===== src/rtl/crack_pkg.sv =====
// Shared types and defaults for the key-search scheduler.
package crack_pkg;

    typedef enum logic [1:0] {
        IDLE  = 2'd0,
        RUN   = 2'd1,
        DRAIN = 2'd2,
        DONE  = 2'd3
    } crack_state_t;

    localparam int NCH_DEF   = 2;
    localparam int KEY_W_DEF = 24;

endpackage


===== src/rtl/crack_lane_pick.sv =====
// Lowest-index priority encoder: grants the first available cracker lane.
module crack_lane_pick #(
    parameter int NCH = 2
) (
    input  logic [NCH-1:0] avail_i,
    output logic [NCH-1:0] grant_o,
    output logic           any_o
);

    // Scan upward; the first available lane wins and blocks all higher ones.
    always_comb begin
        grant_o = '0;
        any_o   = 1'b0;
        for (int i = 0; i < NCH; i++) begin
            if (avail_i[i] && !any_o) begin
                grant_o[i] = 1'b1;
                any_o      = 1'b1;
            end
        end
    end

endmodule


===== src/rtl/crack_sched.sv =====
// Key-search scheduler: hands consecutive candidate keys to idle cracker
// channels, stops on the first find, drains in-flight work and reports the
// smallest key that was found.
module crack_sched
    import crack_pkg::*;
#(
    parameter int NCH   = NCH_DEF,
    parameter int KEY_W = KEY_W_DEF
) (
    input  logic               clk,
    input  logic               rst_n,
    input  logic               en,
    output logic               rdy,
    input  logic [KEY_W-1:0]   key_start,
    output logic [KEY_W-1:0]   key,
    output logic               key_valid,
    output logic [NCH-1:0]     ch_en,
    input  logic [NCH-1:0]     ch_rdy,
    output logic [NCH*KEY_W-1:0] ch_key,
    input  logic [NCH-1:0]     ch_done,
    input  logic [NCH-1:0]     ch_found
);

    localparam logic [KEY_W-1:0] KEY_ONE = {{(KEY_W-1){1'b0}}, 1'b1};
    localparam logic [KEY_W-1:0] KEY_MAX = {KEY_W{1'b1}};

    crack_state_t     state_q, state_d;
    logic [KEY_W-1:0] next_key_q, next_key_d;
    logic [NCH-1:0]   busy_q, busy_d;
    logic [KEY_W-1:0] ch_key_q [NCH];
    logic [KEY_W-1:0] best_q, best_d;
    logic             found_q, found_d;
    logic [KEY_W-1:0] key_q, key_d;
    logic             key_valid_q, key_valid_d;

    logic [NCH-1:0]   done_hit;
    logic [NCH-1:0]   found_hit;
    logic [NCH-1:0]   grant;
    logic             any_idle;
    logic             hit_any;
    logic [KEY_W-1:0] hit_min;
    logic             last_key;

    // Completions only count on channels we actually have work out on.
    assign done_hit  = ch_done & busy_q;
    assign found_hit = done_hit & ch_found;
    assign last_key  = (next_key_q == KEY_MAX);

    crack_lane_pick #(.NCH(NCH)) u_pick (
        .avail_i (ch_rdy & ~busy_q),
        .grant_o (grant),
        .any_o   (any_idle)
    );

    // A find in this cycle suppresses dispatch so nothing new goes out after it.
    assign ch_en = (state_q == RUN && !hit_any) ? grant : '0;
    assign rdy   = (state_q == IDLE) || (state_q == DONE);
    assign key       = key_q;
    assign key_valid = key_valid_q;

    // The dispatching lane sees the live counter; afterwards it sees its latched key.
    genvar gi;
    generate
        for (gi = 0; gi < NCH; gi++) begin : g_key_out
            assign ch_key[gi*KEY_W +: KEY_W] = ch_en[gi] ? next_key_q : ch_key_q[gi];
        end
    endgenerate

    // Smallest key among all channels reporting found this cycle.
    always_comb begin
        hit_any = 1'b0;
        hit_min = '0;
        for (int i = 0; i < NCH; i++) begin
            if (found_hit[i] && (!hit_any || ch_key_q[i] < hit_min)) begin
                hit_min = ch_key_q[i];
                hit_any = 1'b1;
            end
        end
    end

    // Busy set on dispatch, cleared on completion of outstanding work.
    assign busy_d = (busy_q & ~done_hit) | ch_en;

    // Next-state logic: search control and best-key tracking.
    always_comb begin
        state_d     = state_q;
        next_key_d  = next_key_q;
        found_d     = found_q;
        best_d      = best_q;
        key_d       = key_q;
        key_valid_d = key_valid_q;
        if (hit_any) begin
            found_d = 1'b1;
            best_d  = (found_q && best_q < hit_min) ? best_q : hit_min;
        end
        case (state_q)
            IDLE, DONE: begin
                if (en) begin
                    state_d     = RUN;
                    next_key_d  = key_start;
                    key_valid_d = 1'b0;
                    found_d     = 1'b0;
                    best_d      = '0;
                end
            end
            RUN: begin
                if (hit_any) begin
                    state_d = DRAIN;
                end else if (any_idle) begin
                    next_key_d = next_key_q + KEY_ONE;
                    if (last_key) begin
                        state_d = DRAIN;
                    end
                end
            end
            DRAIN: begin
                if (busy_q == '0) begin
                    state_d     = DONE;
                    key_d       = found_q ? best_q : '0;
                    key_valid_d = found_q;
                end
            end
            default: state_d = IDLE;
        endcase
    end

    // State and datapath registers with asynchronous clear.
    always_ff @(posedge clk or negedge rst_n) begin
        if (!rst_n) begin
            state_q     <= IDLE;
            next_key_q  <= '0;
            busy_q      <= '0;
            best_q      <= '0;
            found_q     <= 1'b0;
            key_q       <= '0;
            key_valid_q <= 1'b0;
            for (int i = 0; i < NCH; i++) begin
                ch_key_q[i] <= '0;
            end
        end else begin
            state_q     <= state_d;
            next_key_q  <= next_key_d;
            busy_q      <= busy_d;
            best_q      <= best_d;
            found_q     <= found_d;
            key_q       <= key_d;
            key_valid_q <= key_valid_d;
            for (int i = 0; i < NCH; i++) begin
                if (ch_en[i]) begin
                    ch_key_q[i] <= next_key_q;
                end
            end
        end
    end

endmodule

===== config.mk =====
export PLATFORM = sky130hd
export DESIGN_NAME = crack_sched
export DESIGN_NICKNAME = d
export VERILOG_FILES = /design/src/rtl/crack_pkg.sv /design/src/rtl/crack_lane_pick.sv /design/src/rtl/crack_sched.sv
export SDC_FILE = /design/constraint.sdc
export NUM_CORES = 1
export LEC_CHECK = 0
export BUFFER_PORTS_ARGS = -buffer_cell sky130_fd_sc_hd__buf_2
export CAP_MARGIN = 0
export CORE_MARGIN = 2
export CORE_UTILIZATION = 59
export CTS_BUF_LIST = sky130_fd_sc_hd__clkbuf_4
export DETAILED_ROUTE_END_ITERATION = 8
export GPL_TIMING_DRIVEN = 0
export PLACE_DENSITY = 0.83
export SLEW_MARGIN = 40
export SYNTH_ARGS = -nofsm -noshare
export SYNTH_HDL_FRONTEND = slang
export SYNTH_SLANG_ARGS = --single-unit
export TNS_END_PERCENT = 1

===== constraint.sdc =====
create_clock -name clk -period 6.75 [get_ports clk]
set_input_delay 1.35 -clock clk [delete_from_list [all_inputs] [get_ports clk]]
set_output_delay 1.35 -clock clk [all_outputs]
set_load 0.1 [all_outputs]

* Yosys cells after proc, flatten, opt, wreduce, memory -nomap -nowiden
Index checks and enable logic that the tools add are counted.
Widths: inputs -> output; s select.
** Operators by class
- $add $sub $neg :: 1
- $lt $le $gt $ge :: 2
- Eq/ne operators :: 10
- Multiplexer cells :: 31
- Bitwise gates (word level) :: 7
- Reductions and logical operators :: 18
** Operators with widths (number)
- $mux 24 :: 12
- $lt 24x24->1 :: 2
- $pmux 24 s2 :: 1
- $add 24x1->24 const B :: 1
- $eq 24x24->1 const B :: 1
- $mux 2 :: 6
- $mux 1 :: 10
- $and 2x2->2 :: 4
- $ne 2x2->1 const B :: 4
- $reduce_and 4->1 :: 2
- $ne 3x3->1 const B :: 2
- $pmux 2 s3 :: 1
- $eq 2x2->1 const B :: 2
- $logic_and 1x1->1 :: 4
- $logic_not 2->1 :: 2
- $not 2->2 :: 2
- $reduce_bool 2->1 :: 2
- $logic_not 1->1 :: 3
- $reduce_and 3->1 :: 1
- $eq 2x1->1 const B :: 1
- $logic_or 1x1->1 :: 2
- $or 2x2->2 :: 1
- $pmux 1 s2 :: 1
- $reduce_and 2->1 :: 1
- $reduce_or 2->1 :: 1
** Storage, ports and cells
- Flip-flop bits (word level) :: 126
- Input port bits :: 33
- Output and inout bits :: 76
- Word-level logic and storage cells :: 78

* Longest topological paths before layout
Gate-level depths: netlist of the first run.
- Depth after elaboration :: 13
- Depth in mapped cells :: 23
- Depth with buffers taken out :: 18

* By module
From an unflattened synthesis of the first run, not the netlist that was laid out.
** Second synthesis, totals
- Cells, all modules :: 683
- Area total of the unflattened synthesis :: 6881.6 µm²
** Modules (own cells, without submodules)
- crack_sched :: instances 1, cells each 680, area each 6861.6 µm², seq. area each 3153.0 µm²
- crack_lane_pick :: instances 1, cells each 3, area each 20.0 µm², seq. area each 0.0 µm²

* Worst setup path after synthesis of the first run
Ideal clock, no wire load.
- Path type :: input to register
- From :: input port ch_found[0]
- To :: register best_q[10]
- Library setup time :: 0.150 ns
- Arrival time :: 5.858 ns
- Required time :: 6.600 ns
- Slack :: 0.742 ns
- Stages on the path :: 22
- Path buffers :: 5
- Cells stage by stage :: and3_1 > buf_6 > clkbuf_1 > nand2_1 > ha_1 > o211ai_1 > a311oi_2 > nor4_1 > or4b_4 > a21oi_4 > clkbuf_1 > a22oi_1 > ha_1 > nand4_1 > nor3_1 > nand2_1 > or3_1 > a21oi_1 > and2_1 > buf_6 > buf_6 > a211oi_2
** Between the ends
- Word-level cells in the longest chain between the ends :: 12
- Elaborated cells between the ends (all ways) :: 15
- Classes of those cells :: order compare (2); mux (8); bitwise (1); reduce/logical (4)
** RTL lines
- start: declaration :: line crack_sched.sv:21 : input logic [NCH-1:0] ch_found
- $and 2x2->2 * :: line crack_sched.sv:46 : assign found_hit = done_hit & ch_found;
- $mux 24 or $mux 1 (tied branches) :: line crack_sched.sv:74 : if (found_hit[i] && (!hit_any || ch_key_q[i] < hit_min)) begin
- $lt 24x24->1 or $logic_not 1->1 (tied branches) :: line crack_sched.sv:74
- $logic_or 1x1->1 :: line crack_sched.sv:74
- $logic_and 1x1->1 :: line crack_sched.sv:74
- $mux 24 :: line crack_sched.sv:74
- $lt 24x24->1 :: line crack_sched.sv:94 : best_d = (found_q && best_q < hit_min) ? best_q : hit_min;
- $logic_and 1x1->1 :: line crack_sched.sv:94
- $mux 24 :: line crack_sched.sv:94
- $mux 24 * :: line crack_sched.sv:92 : if (hit_any) begin
- $mux 24 :: line crack_sched.sv:98 : if (en) begin
- $mux 24 * :: line crack_sched.sv:96 : case (state_q)
- named net best_d[10] :: line crack_sched.sv:31 : logic [KEY_W-1:0] best_q, best_d;
- end signal: assignment :: line crack_sched.sv:144 : best_q <= best_d;
- end: declaration :: line crack_sched.sv:31
The timed path passes the listed nets; every way through them passes the cells marked *.
A chain may end at the register's enable or synchronous reset.

* Final worst setup path of the first run
- From :: input port ch_done[0]
- To :: register best_q[7]
** Between the ends
- Word-level cells in the longest chain between the ends :: 13
- Elaborated cells between the ends (all ways) :: 16
- Classes of those cells :: order compare (2); mux (8); bitwise (2); reduce/logical (4)
** RTL lines
- start: declaration :: line crack_sched.sv:20 : input logic [NCH-1:0] ch_done,
- $and 2x2->2 * :: line crack_sched.sv:45 : assign done_hit = ch_done & busy_q;
- $and 2x2->2 * :: line crack_sched.sv:46
- $mux 24 or $mux 1 (tied branches) :: line crack_sched.sv:74
- $lt 24x24->1 or $logic_not 1->1 (tied branches) :: line crack_sched.sv:74
- $logic_or 1x1->1 :: line crack_sched.sv:74
- $logic_and 1x1->1 :: line crack_sched.sv:74
- $mux 24 :: line crack_sched.sv:74
- $lt 24x24->1 :: line crack_sched.sv:94
- $logic_and 1x1->1 :: line crack_sched.sv:94
- $mux 24 :: line crack_sched.sv:94
- $mux 24 * :: line crack_sched.sv:92
- $mux 24 :: line crack_sched.sv:98
- $mux 24 * :: line crack_sched.sv:96
- named net best_d[7] :: line crack_sched.sv:31
Marked as above.

==> results_dict.tcl, run 1 <==
set metrics [dict create \
    crit_top_cell "buf_6" \
    grt_pass1_wl_um 28800 \
    netlist_area_sq_um 6920 \
    yosys_warnings 0 \
    cts_htree_levels 4 \
    postCtsHoldBufs 0 \
    crit_path_top_delay_cell "or4b_4" \
    die_h_um 112 \
    whs_ns 0.487 \
    crit_type "input port to flip-flop" \
    fillers 875 \
    finalCriticalPeriod_ns 6.42 \
    synth_top_area_cell "dfrtp_1" \
    period_share 0.951 \
    max_stage_delay_ns 0.58 \
    clkLatencyLatePin_ns 0.56 \
    maxSlewViolCount 0 \
    max_freq_mhz 156 \
    synth_common_cells "dfrtp_1, nand2_1, a21oi_1, ha_1, mux2_2" \
    drive_gt1_frac 0.283 \
    end_kind "flip-flop" \
    gr-total-overflow 0 \
    path_max_fanout 10 \
    place_hpwl_um 13600 \
    finalHoldViolations 0 \
    postSynthAreaPerCell_sq_um 10.1 \
    worstHoldStart "key[19]" \
    regArea_sq_um 3150 \
    fin_worst_skew_ns 0.0145 \
    core_area_sq_um 11400 \
    postCtsSetupBuffers 0 \
    reg2reg_slack_ns 0.77 \
    r2r_cells 23 \
    rsz0062_at_grt "false" \
    cts_buffers 17 \
    multi_input_area_sq_um 3540 \
    grt_pass1_vias 6044 \
    drt-vias-per-instance 6.21 \
    fin_nets 894 \
    die_area_sq_um 12600 \
    synth_ff_type "dfrtp_1" \
    grt_start_max_net_pins 79 \
    tightest_slew_ns 0.724 \
    diodes 0 \
    synth-edff-count 0 \
    synth.most_common_cell "dfrtp_1" \
    path_cells "buf_2 -> and3_1 -> buf_6 -> clkbuf_1 -> nand2_1 -> ha_1 -> nand4_1 -> a311oi_2 -> nor4_1 -> or4b_4 -> a21oi_4 -> clkbuf_2 -> a22oi_1 -> ha_1 -> nand4_1 -> nor3_1 -> o221ai_1 -> a21oi_1 -> nor2_1 -> a32oi_2 -> and2_1 -> buf_6 -> buf_6 -> a211oi_2" \
    relSlewSlack 0.515 \
    synthCells 683 \
    r2r-end "best_q[7]" \
    crit_arrival_ns 6.82 \
    syn-num-nets 766 \
    antenna_found_initial 0 \
    setup_ws_ns 0.329 \
    io_buffers 108 \
    whs_endpoint "key[19]" \
    tritoncts "yes" \
    gp_congestion 0.962 \
    dieWidth_um 112 \
    clock_sinks 126 \
    path_clk_slew_ns 0.10 \
    ant_nets 0 \
    async_reset_ff_frac 1.00 \
    reg2reg_from "busy_q[0]" \
    ys_ff_latch 126 \
    num_rows 39 \
    initial_core_util 0.606 \
    maxCapViolCount 0 \
    grt.total_usage 0.288 \
    status "completed" \
    clockBufferDepth 2 \
    wl_per_cell_um 18.3 \
    synth_area_leaders "dfrtp_1, ha_1, mux2_2" \
    synth-seq-area-share 0.456 \
    crit_path_start_kind "input port" \
    yosysUniqueCellTypes 52 \
    crit_family "simple AND/OR/NAND/NOR gates" \
    dp_slack_ns -0.658 \
    min_path_type "flip-flop to flip-flop" \
    io_pins 109 \
    drtIter0Drc 451 \
    wl_um 17700 \
    worst-path-buf-inv 6 \
    area_delta_synth_final_pct 15.4 \
    cts-root-buf "clkbuf_4" \
    whs_path_depth 2 \
    first_pass_iters 6 \
    yosys.area.top_type_share 0.456 \
    drc 0 \
    crit_required_ns 7.15 \
    finalSetupViolCount 0 \
    vias 6004 \
]
worst register-to-register path: stages (launching register included):
cell      delay (ns)
dfrtp_1         0.43
and3_1          0.22
buf_6           0.14
clkbuf_1        0.35
nand2_1         0.11
ha_1            0.33
nand4_1         0.14
a311oi_2        0.23
nor4_1          0.10
or4b_4          0.58
a21oi_4         0.27
clkbuf_2        0.33
a22oi_1         0.23
ha_1            0.37
nand4_1         0.13
nor3_1          0.39
o221ai_1        0.22
a21oi_1         0.21
nor2_1          0.10
a32oi_2         0.36
and2_1          0.19
buf_6           0.12
buf_6           0.17
a211oi_2        0.09
stage by stage:
step                TNS (ns)  cell area [sq um]   util  cells
floorplan                  0               6920      -    683
detailed placement    -13.39               7680  0.673    935
global route               0               7990  0.699    967
CTS                        0               7970  0.698    967
global placement      -12.16               7640  0.669    934
finish                     0               7990  0.699    967
logic make-up (layout without fill, tap and decap cells):
group | Yosys count | in the layout | share of synthesized area
compound gates | 223 | 223 | 0.218
fa+ha+maj | 50 | 50 | 0.0904
buf+inv | 55 | 196 | 0.0345
flops | 126 | 126 | 0.456
mux | 52 | 52 | 0.0839
simple gates | 177 | 177 | 0.117
worst max-delay path by stage:
stage                           start         end  cells after the start  slack, ns
after floorplan           ch_found[0]  best_q[10]                     22       0.74
after global placement     ch_done[0]  best_q[13]                     23      -0.56
after detailed placement   ch_done[0]   best_q[7]                     23      -0.66
after CTS                  ch_done[0]   best_q[7]                     23       0.05
after global routing       ch_done[0]   best_q[7]                     24       0.09
final                      ch_done[0]   best_q[7]                     24       0.33
state kept, by name (all words and copies together), names as in the netlist:
register and flops:
next_key_q 24, key 24, key_valid 1, state_q 2, best_q 24, ch_key_q 48, found_q 1, busy_q 2
routing by layer:
metal / routed length (um) / share of wire / global-route usage / vias to the layer above
met4: 540 / 0.030 / 0.125 / 0
li1: - / - / - / 2797
met3: 1250 / 0.070 / 0.0529 / 52
met5: 0 / 0 / 0 / -
met2: 8380 / 0.47 / 0.463 / 284
met1: 7560 / 0.43 / 0.385 / 2871
cell type report:
cell class / instances / share of cell area
Tap cell: 143 / 0.0224
Timing Repair Buffer: 109 / 0.0724
Multi-Input combinational cell: 502 / 0.444
Sequential cell: 126 / 0.395
Clock buffer: 18 / 0.0169
Inverter: 12 / 0.00564
Clock inverter: 14 / 0.0188
Buffer: 43 / 0.0254
what timing repair did:
item	in CTS	in global routing
gates resized for setup	2	13
pin swaps	0	0
endpoints found under the setup margin	19	24
cells in the final DEF, fill, tap and decap left out, drive strengths merged, types with 2 or more instances in the layout:
| cell type | instances |
|---|---|
| dfrtp | 126 |
| mux2 | 48 |
| nand2b | 4 |
| a22oi | 25 |
| nand4 | 6 |
| a31oi | 5 |
| a211oi | 27 |
| nor2 | 16 |
| a21o | 2 |
| a31o | 8 |
| bufinv | 3 |
| nand2 | 96 |
| and2 | 7 |
| a21oi | 69 |
| o221ai | 2 |
| o211ai | 2 |
| mux2i | 4 |
| clkbuf | 51 |
| o22ai | 19 |
| and4 | 4 |
| nor3 | 8 |
| buf | 119 |
| nor2b | 3 |
| clkinv | 9 |
| ha | 50 |
| nor4 | 5 |
| and3 | 5 |
| a311oi | 2 |
| a211o | 2 |
| nand3 | 19 |
| o21ai | 49 |
| clkinvlp | 2 |
| inv | 12 |
Power of run 1 is left out: the tool's default activity adds up to more than one toggle a clock period on the data nets, which glitch-free logic cannot reach.
==> run 2: changes to the inputs <==
Settings changed: CELL_PAD_IN_SITES_DETAIL_PLACEMENT set to 1, CELL_PAD_IN_SITES_GLOBAL_PLACEMENT set to 1, CORE_UTILIZATION 59 to 46, PLACE_DENSITY 0.83 to not set, PLACE_DENSITY_LB_ADDON set to 0.1.
==> results_dict.tcl, run 2 (synthesized netlist as in run 1, its figures left out) <==
set metrics [dict create \
    drtIter0Drc 261 \
    crit_arrival_ns 6.80 \
    final_cell_mix "dfrtp_1, buf_2, nand2_1" \
    core_area_sq_um 14600 \
    crit_family "compound AO/OA/AOI/OAI gates" \
    postCtsHoldBufs 0 \
    io_pins 109 \
    path_max_fanout 10 \
    path_clk_slew_ns 0.12 \
    worstHoldStart "key[6]" \
    grt_start_max_net_pins 46 \
    fin_worst_skew_ns 0.0137 \
    num_rows 44 \
    grt_pass1_wl_um 33500 \
    crit_type "input port to flip-flop" \
    dieWidth_um 127 \
    place_hpwl_um 15800 \
    gp_congestion 0.872 \
    postCtsSetupBuffers 0 \
    vias 6022 \
    finalCriticalPeriod_ns 6.34 \
    fin_nets 895 \
    drc 0 \
    reg2reg_from "busy_q[0]" \
    min_path_type "flip-flop to flip-flop" \
    drt-vias-per-instance 5.97 \
    die_area_sq_um 16000 \
    cts-root-buf "clkbuf_4" \
    finalSetupViolCount 0 \
    clkLatencyLatePin_ns 0.57 \
    die_h_um 127 \
    dp_slack_ns -0.801 \
    cts_buffers 17 \
    largest_reg_flops 48 \
    first_pass_iters 4 \
    clock_sinks 126 \
    initial_core_util 0.473 \
    wl_per_cell_um 20.4 \
    rsz0062_at_grt "false" \
    setup_ws_ns 0.413 \
    gr-total-overflow 0 \
    drive_gt1_frac 0.282 \
    grt_pass1_vias 6461 \
    status "completed" \
    final_common_cell "dfrtp_1" \
    clockBufferDepth 2 \
    maxSlewViolCount 0 \
    finalHoldViolations 0 \
    dr_wl_met3_um 816 \
    maxCapViolCount 0 \
    path_cells "buf_2 -> and3_1 -> buf_6 -> clkbuf_2 -> nand2_1 -> ha_1 -> nand4_1 -> a311oi_2 -> nor4_1 -> or4b_4 -> a21oi_4 -> clkbuf_2 -> a22oi_1 -> ha_1 -> nand4_1 -> nor3_1 -> o221ai_1 -> a21oi_1 -> nor2_1 -> a32oi_2 -> buf_2 -> a21oi_1 -> a211oi_1" \
    crit_start "ch_done[0]" \
    period_share 0.939 \
    antenna_found_initial 0 \
    tritoncts "yes" \
    wl_um 20600 \
    crit_required_ns 7.22 \
    max_freq_mhz 158 \
    wl_met1_um 9050 \
    end_kind "flip-flop" \
    tightest_slew_ns 0.774 \
    relSlewSlack 0.481 \
    worst-path-buf-inv 5 \
    io_buffers 108 \
    route.top_layer_used "met4" \
    ant_nets 0 \
    wl_met2_um 10300 \
    largest-register "ch_key_q" \
    diodes 0 \
    crit_path_start_kind "input port" \
    grt.total_usage 0.266 \
    area_delta_synth_final_pct 16.3 \
    max_stage_delay_ns 0.58 \
    cts_htree_levels 4 \
    crit_path_top_delay_cell "or4b_4" \
]
-- run 2: worst paths after layout --
check,slack [ns],end,cells after the start
max,0.41,best_q[3],23
min,0.49,key[6],2
max reg2reg,0.81,best_q[3],22
min reg2reg,0.49,key[6],2
max in group asynchronous,5.56,ch_key_q[38],2
min in group asynchronous,0.63,state_q[0],1
-- run 2: stage by stage --
stage	cells	hold slack, ns	area [sq um]	TNS, ns	utilization
2_1_floorplan	683	0.487	6920	0	-
3_3_place_gp	975	0.457	7690	-15.04	0.525
3_5_place_dp	977	0.466	7750	-17.61	0.529
4_1_cts	1009	0.492	8030	0	0.549
5_1_grt	1009	0.510	8050	0	0.550
6_report	1009	0.485	8050	0	0.550
-- run 2: area by class of cell --
| class | instances | area [sq um] |
|---|---|---|
| Sequential cell | 126 | 3150 |
| Buffer | 43 | 205 |
| Tap cell | 184 | 230 |
| Multi-Input combinational cell | 502 | 3540 |
| Timing Repair Buffer | 110 | 591 |
| Inverter | 12 | 45.0 |
| Clock buffer | 17 | 128 |
| Fill cell | 1676 | 6600 |
| Clock inverter | 15 | 153 |
-- run 2: metal layers --
metal,GRT usage,up-vias
li1,-,2814
met3,0.0409,38
met4,0.0970,0
met2,0.457,159
met5,0,-
met1,0.342,3011
-- run 2: timing repair --
| item | in CTS | in global routing |
|---|---|---|
| resized for setup | 3 | 15 |
| pin swaps | 0 | 0 |
| setup endpoints to repair | 21 | 24 |
-- run 2: tightest hold or removal path: cells and delay by family, from the launching register on --
family,cells,cell delay (ns)
AOI/OAI and AO/OA,1,0.06
DFF,1,0.36
and+or+nand+nor,1,0.04
Power of run 2 is left out for the same reason.
==> run 3: changes to the inputs <==
Settings changed: BUFFER_PORTS_ARGS -buffer_cell sky130_fd_sc_hd__buf_2 to not set, CORE_UTILIZATION 46 to 51, DONT_BUFFER_PORTS set to 1.
==> results_dict.tcl, run 3 (synthesized netlist as in run 1, its figures left out) <==
set metrics [dict create \
    rsz0062_at_grt "true" \
    status "completed" \
    max_stage_delay_ns 0.58 \
    area_delta_synth_final_pct 8.62 \
    crit_path_start_kind "input port" \
    grt_pass1_vias 6072 \
    grt.total_usage 0.285 \
    drc 0 \
    grt_start_max_net_pins 127 \
    first_pass_iters 4 \
    period_share 0.969 \
    maxCapViolCount 0 \
    gp_congestion 0.878 \
    maxSlewViolCount 0 \
    stdcell_area_sq_um 7520 \
    fin_worst_skew_ns 0.0189 \
    clockBufferDepth 2 \
    finalHoldViolations 0 \
    cts_htree_levels 4 \
    path_max_fanout 10 \
    largest-register "ch_key_q" \
    tritoncts "yes" \
    crit_family "simple AND/OR/NAND/NOR gates" \
    final_cell_mix "dfrtp_1, nand2_1, a21oi_1" \
    finalSetupViolCount 0 \
    num_rows 42 \
    drt-vias-per-instance 6.20 \
    die_h_um 121 \
    setup_tns_ns 0 \
    placed_cell_area_sq_um 7210 \
    finalCriticalPeriod_ns 6.54 \
    io_pins 109 \
    relSlewSlack 0.408 \
    worst-path-buf-inv 4 \
    drtIter0Drc 248 \
    initial_core_util 0.523 \
    crit_path_top_delay_cell "or4b_4" \
    tightest_slew_ns 0.888 \
    min_path_type "input port to async pin" \
    vias 5551 \
    antenna_found_initial 1 \
    path_cells "and3_1 -> buf_6 -> clkbuf_1 -> nand2_1 -> ha_1 -> nand4_1 -> a311oi_2 -> nor4_1 -> or4b_4 -> a21oi_4 -> clkbuf_2 -> a22oi_1 -> ha_1 -> nand4_1 -> nor3_2 -> o221ai_1 -> a21oi_1 -> nor2_1 -> a21oi_2 -> clkbuf_1 -> a21oi_1 -> a211oi_2" \
    place_hpwl_um 15100 \
    path_clk_slew_ns 0.11 \
    die_area_sq_um 14500 \
    crit_arrival_ns 7.00 \
    crit_required_ns 7.21 \
    clkLatencyLatePin_ns 0.54 \
    wl_um 19900 \
    crit_type "input port to flip-flop" \
    cts-root-buf "clkbuf_4" \
    whs_ns 0.490 \
    cts_buffers 17 \
    final_common_cell "dfrtp_1" \
    largest_reg_flops 48 \
    ant_nets 0 \
    max_freq_mhz 153 \
    drive_gt1_frac 0.209 \
    dieWidth_um 121 \
    fin_nets 787 \
    core_area_sq_um 13200 \
    end_kind "flip-flop" \
    clock_sinks 126 \
    io_buffers 0 \
    wl_per_cell_um 22.2 \
    postCtsHoldBufs 0 \
    grt_pass1_wl_um 31900 \
    postCtsSetupBuffers 0 \
    gr-total-overflow 0 \
]
[run 3: cell count changes in the layout (fill, tap and decap cells not counted), sizes merged]
cell,before,now
buf,119,11
clkinvlp,4,0
diode,0,2
bufinv,3,2
clkbuf,51,55
clkinv,8,9
[run 3: final cells by class]
type | count | area (sq um)
multi-input cells | 502 | 3550
clock buffers | 21 | 158
repair buffers | 2 | 55.1
plain buffers | 43 | 204
fillers | 1511 | 5720
clock inverters | 11 | 98.8
inverters | 12 | 45.0
diodes | 2 | 5.00
well taps | 176 | 220
flip-flops and latches | 126 | 3180
[run 3: stage by stage]
stage,instances,worst slack [ns],util
floorplan,683,0.742,-
global placement,859,-0.654,0.539
detailed placement,861,-0.834,0.544
CTS,893,0.102,0.564
global route,895,-0.114,0.568
finish,895,0.210,0.568
[run 3: path summary, 6_finish.rpt]
check,startpoint,end,slack [ns],depth (start not counted)
worst min register to register,best_q[0],best_q[0],0.56,1
worst max register to register,busy_q[0],best_q[18],0.51,22
min in group clk,best_q[0],best_q[0],0.56,1
worst max-delay path,ch_found[0],best_q[18],0.21,22
max in group asynchronous,rst_n,key_valid,6.02,0
worst min-delay path,rst_n,key[14],0.49,0
[run 3: metal layers]
| layer | routed length, um | share of wire | global-route usage | vias to the layer above |
|---|---|---|---|---|
| met1 | 8380 | 0.42 | 0.339 | 2828 |
| met5 | 0 | 0 | 0 | - |
| met3 | 920 | 0.046 | 0.0722 | 29 |
| met4 | 468 | 0.024 | 0.102 | 0 |
| met2 | 10100 | 0.51 | 0.500 | 108 |
| li1 | - | - | - | 2586 |
[run 3: repair_timing]
action / in CTS / in global routing
gates resized for setup: 6 / 4
cloned: 0 / 0
setup endpoints to repair: 22 / 22
endpoints found under the hold margin: 0 / 0
Power of run 3 is left out for the same reason.
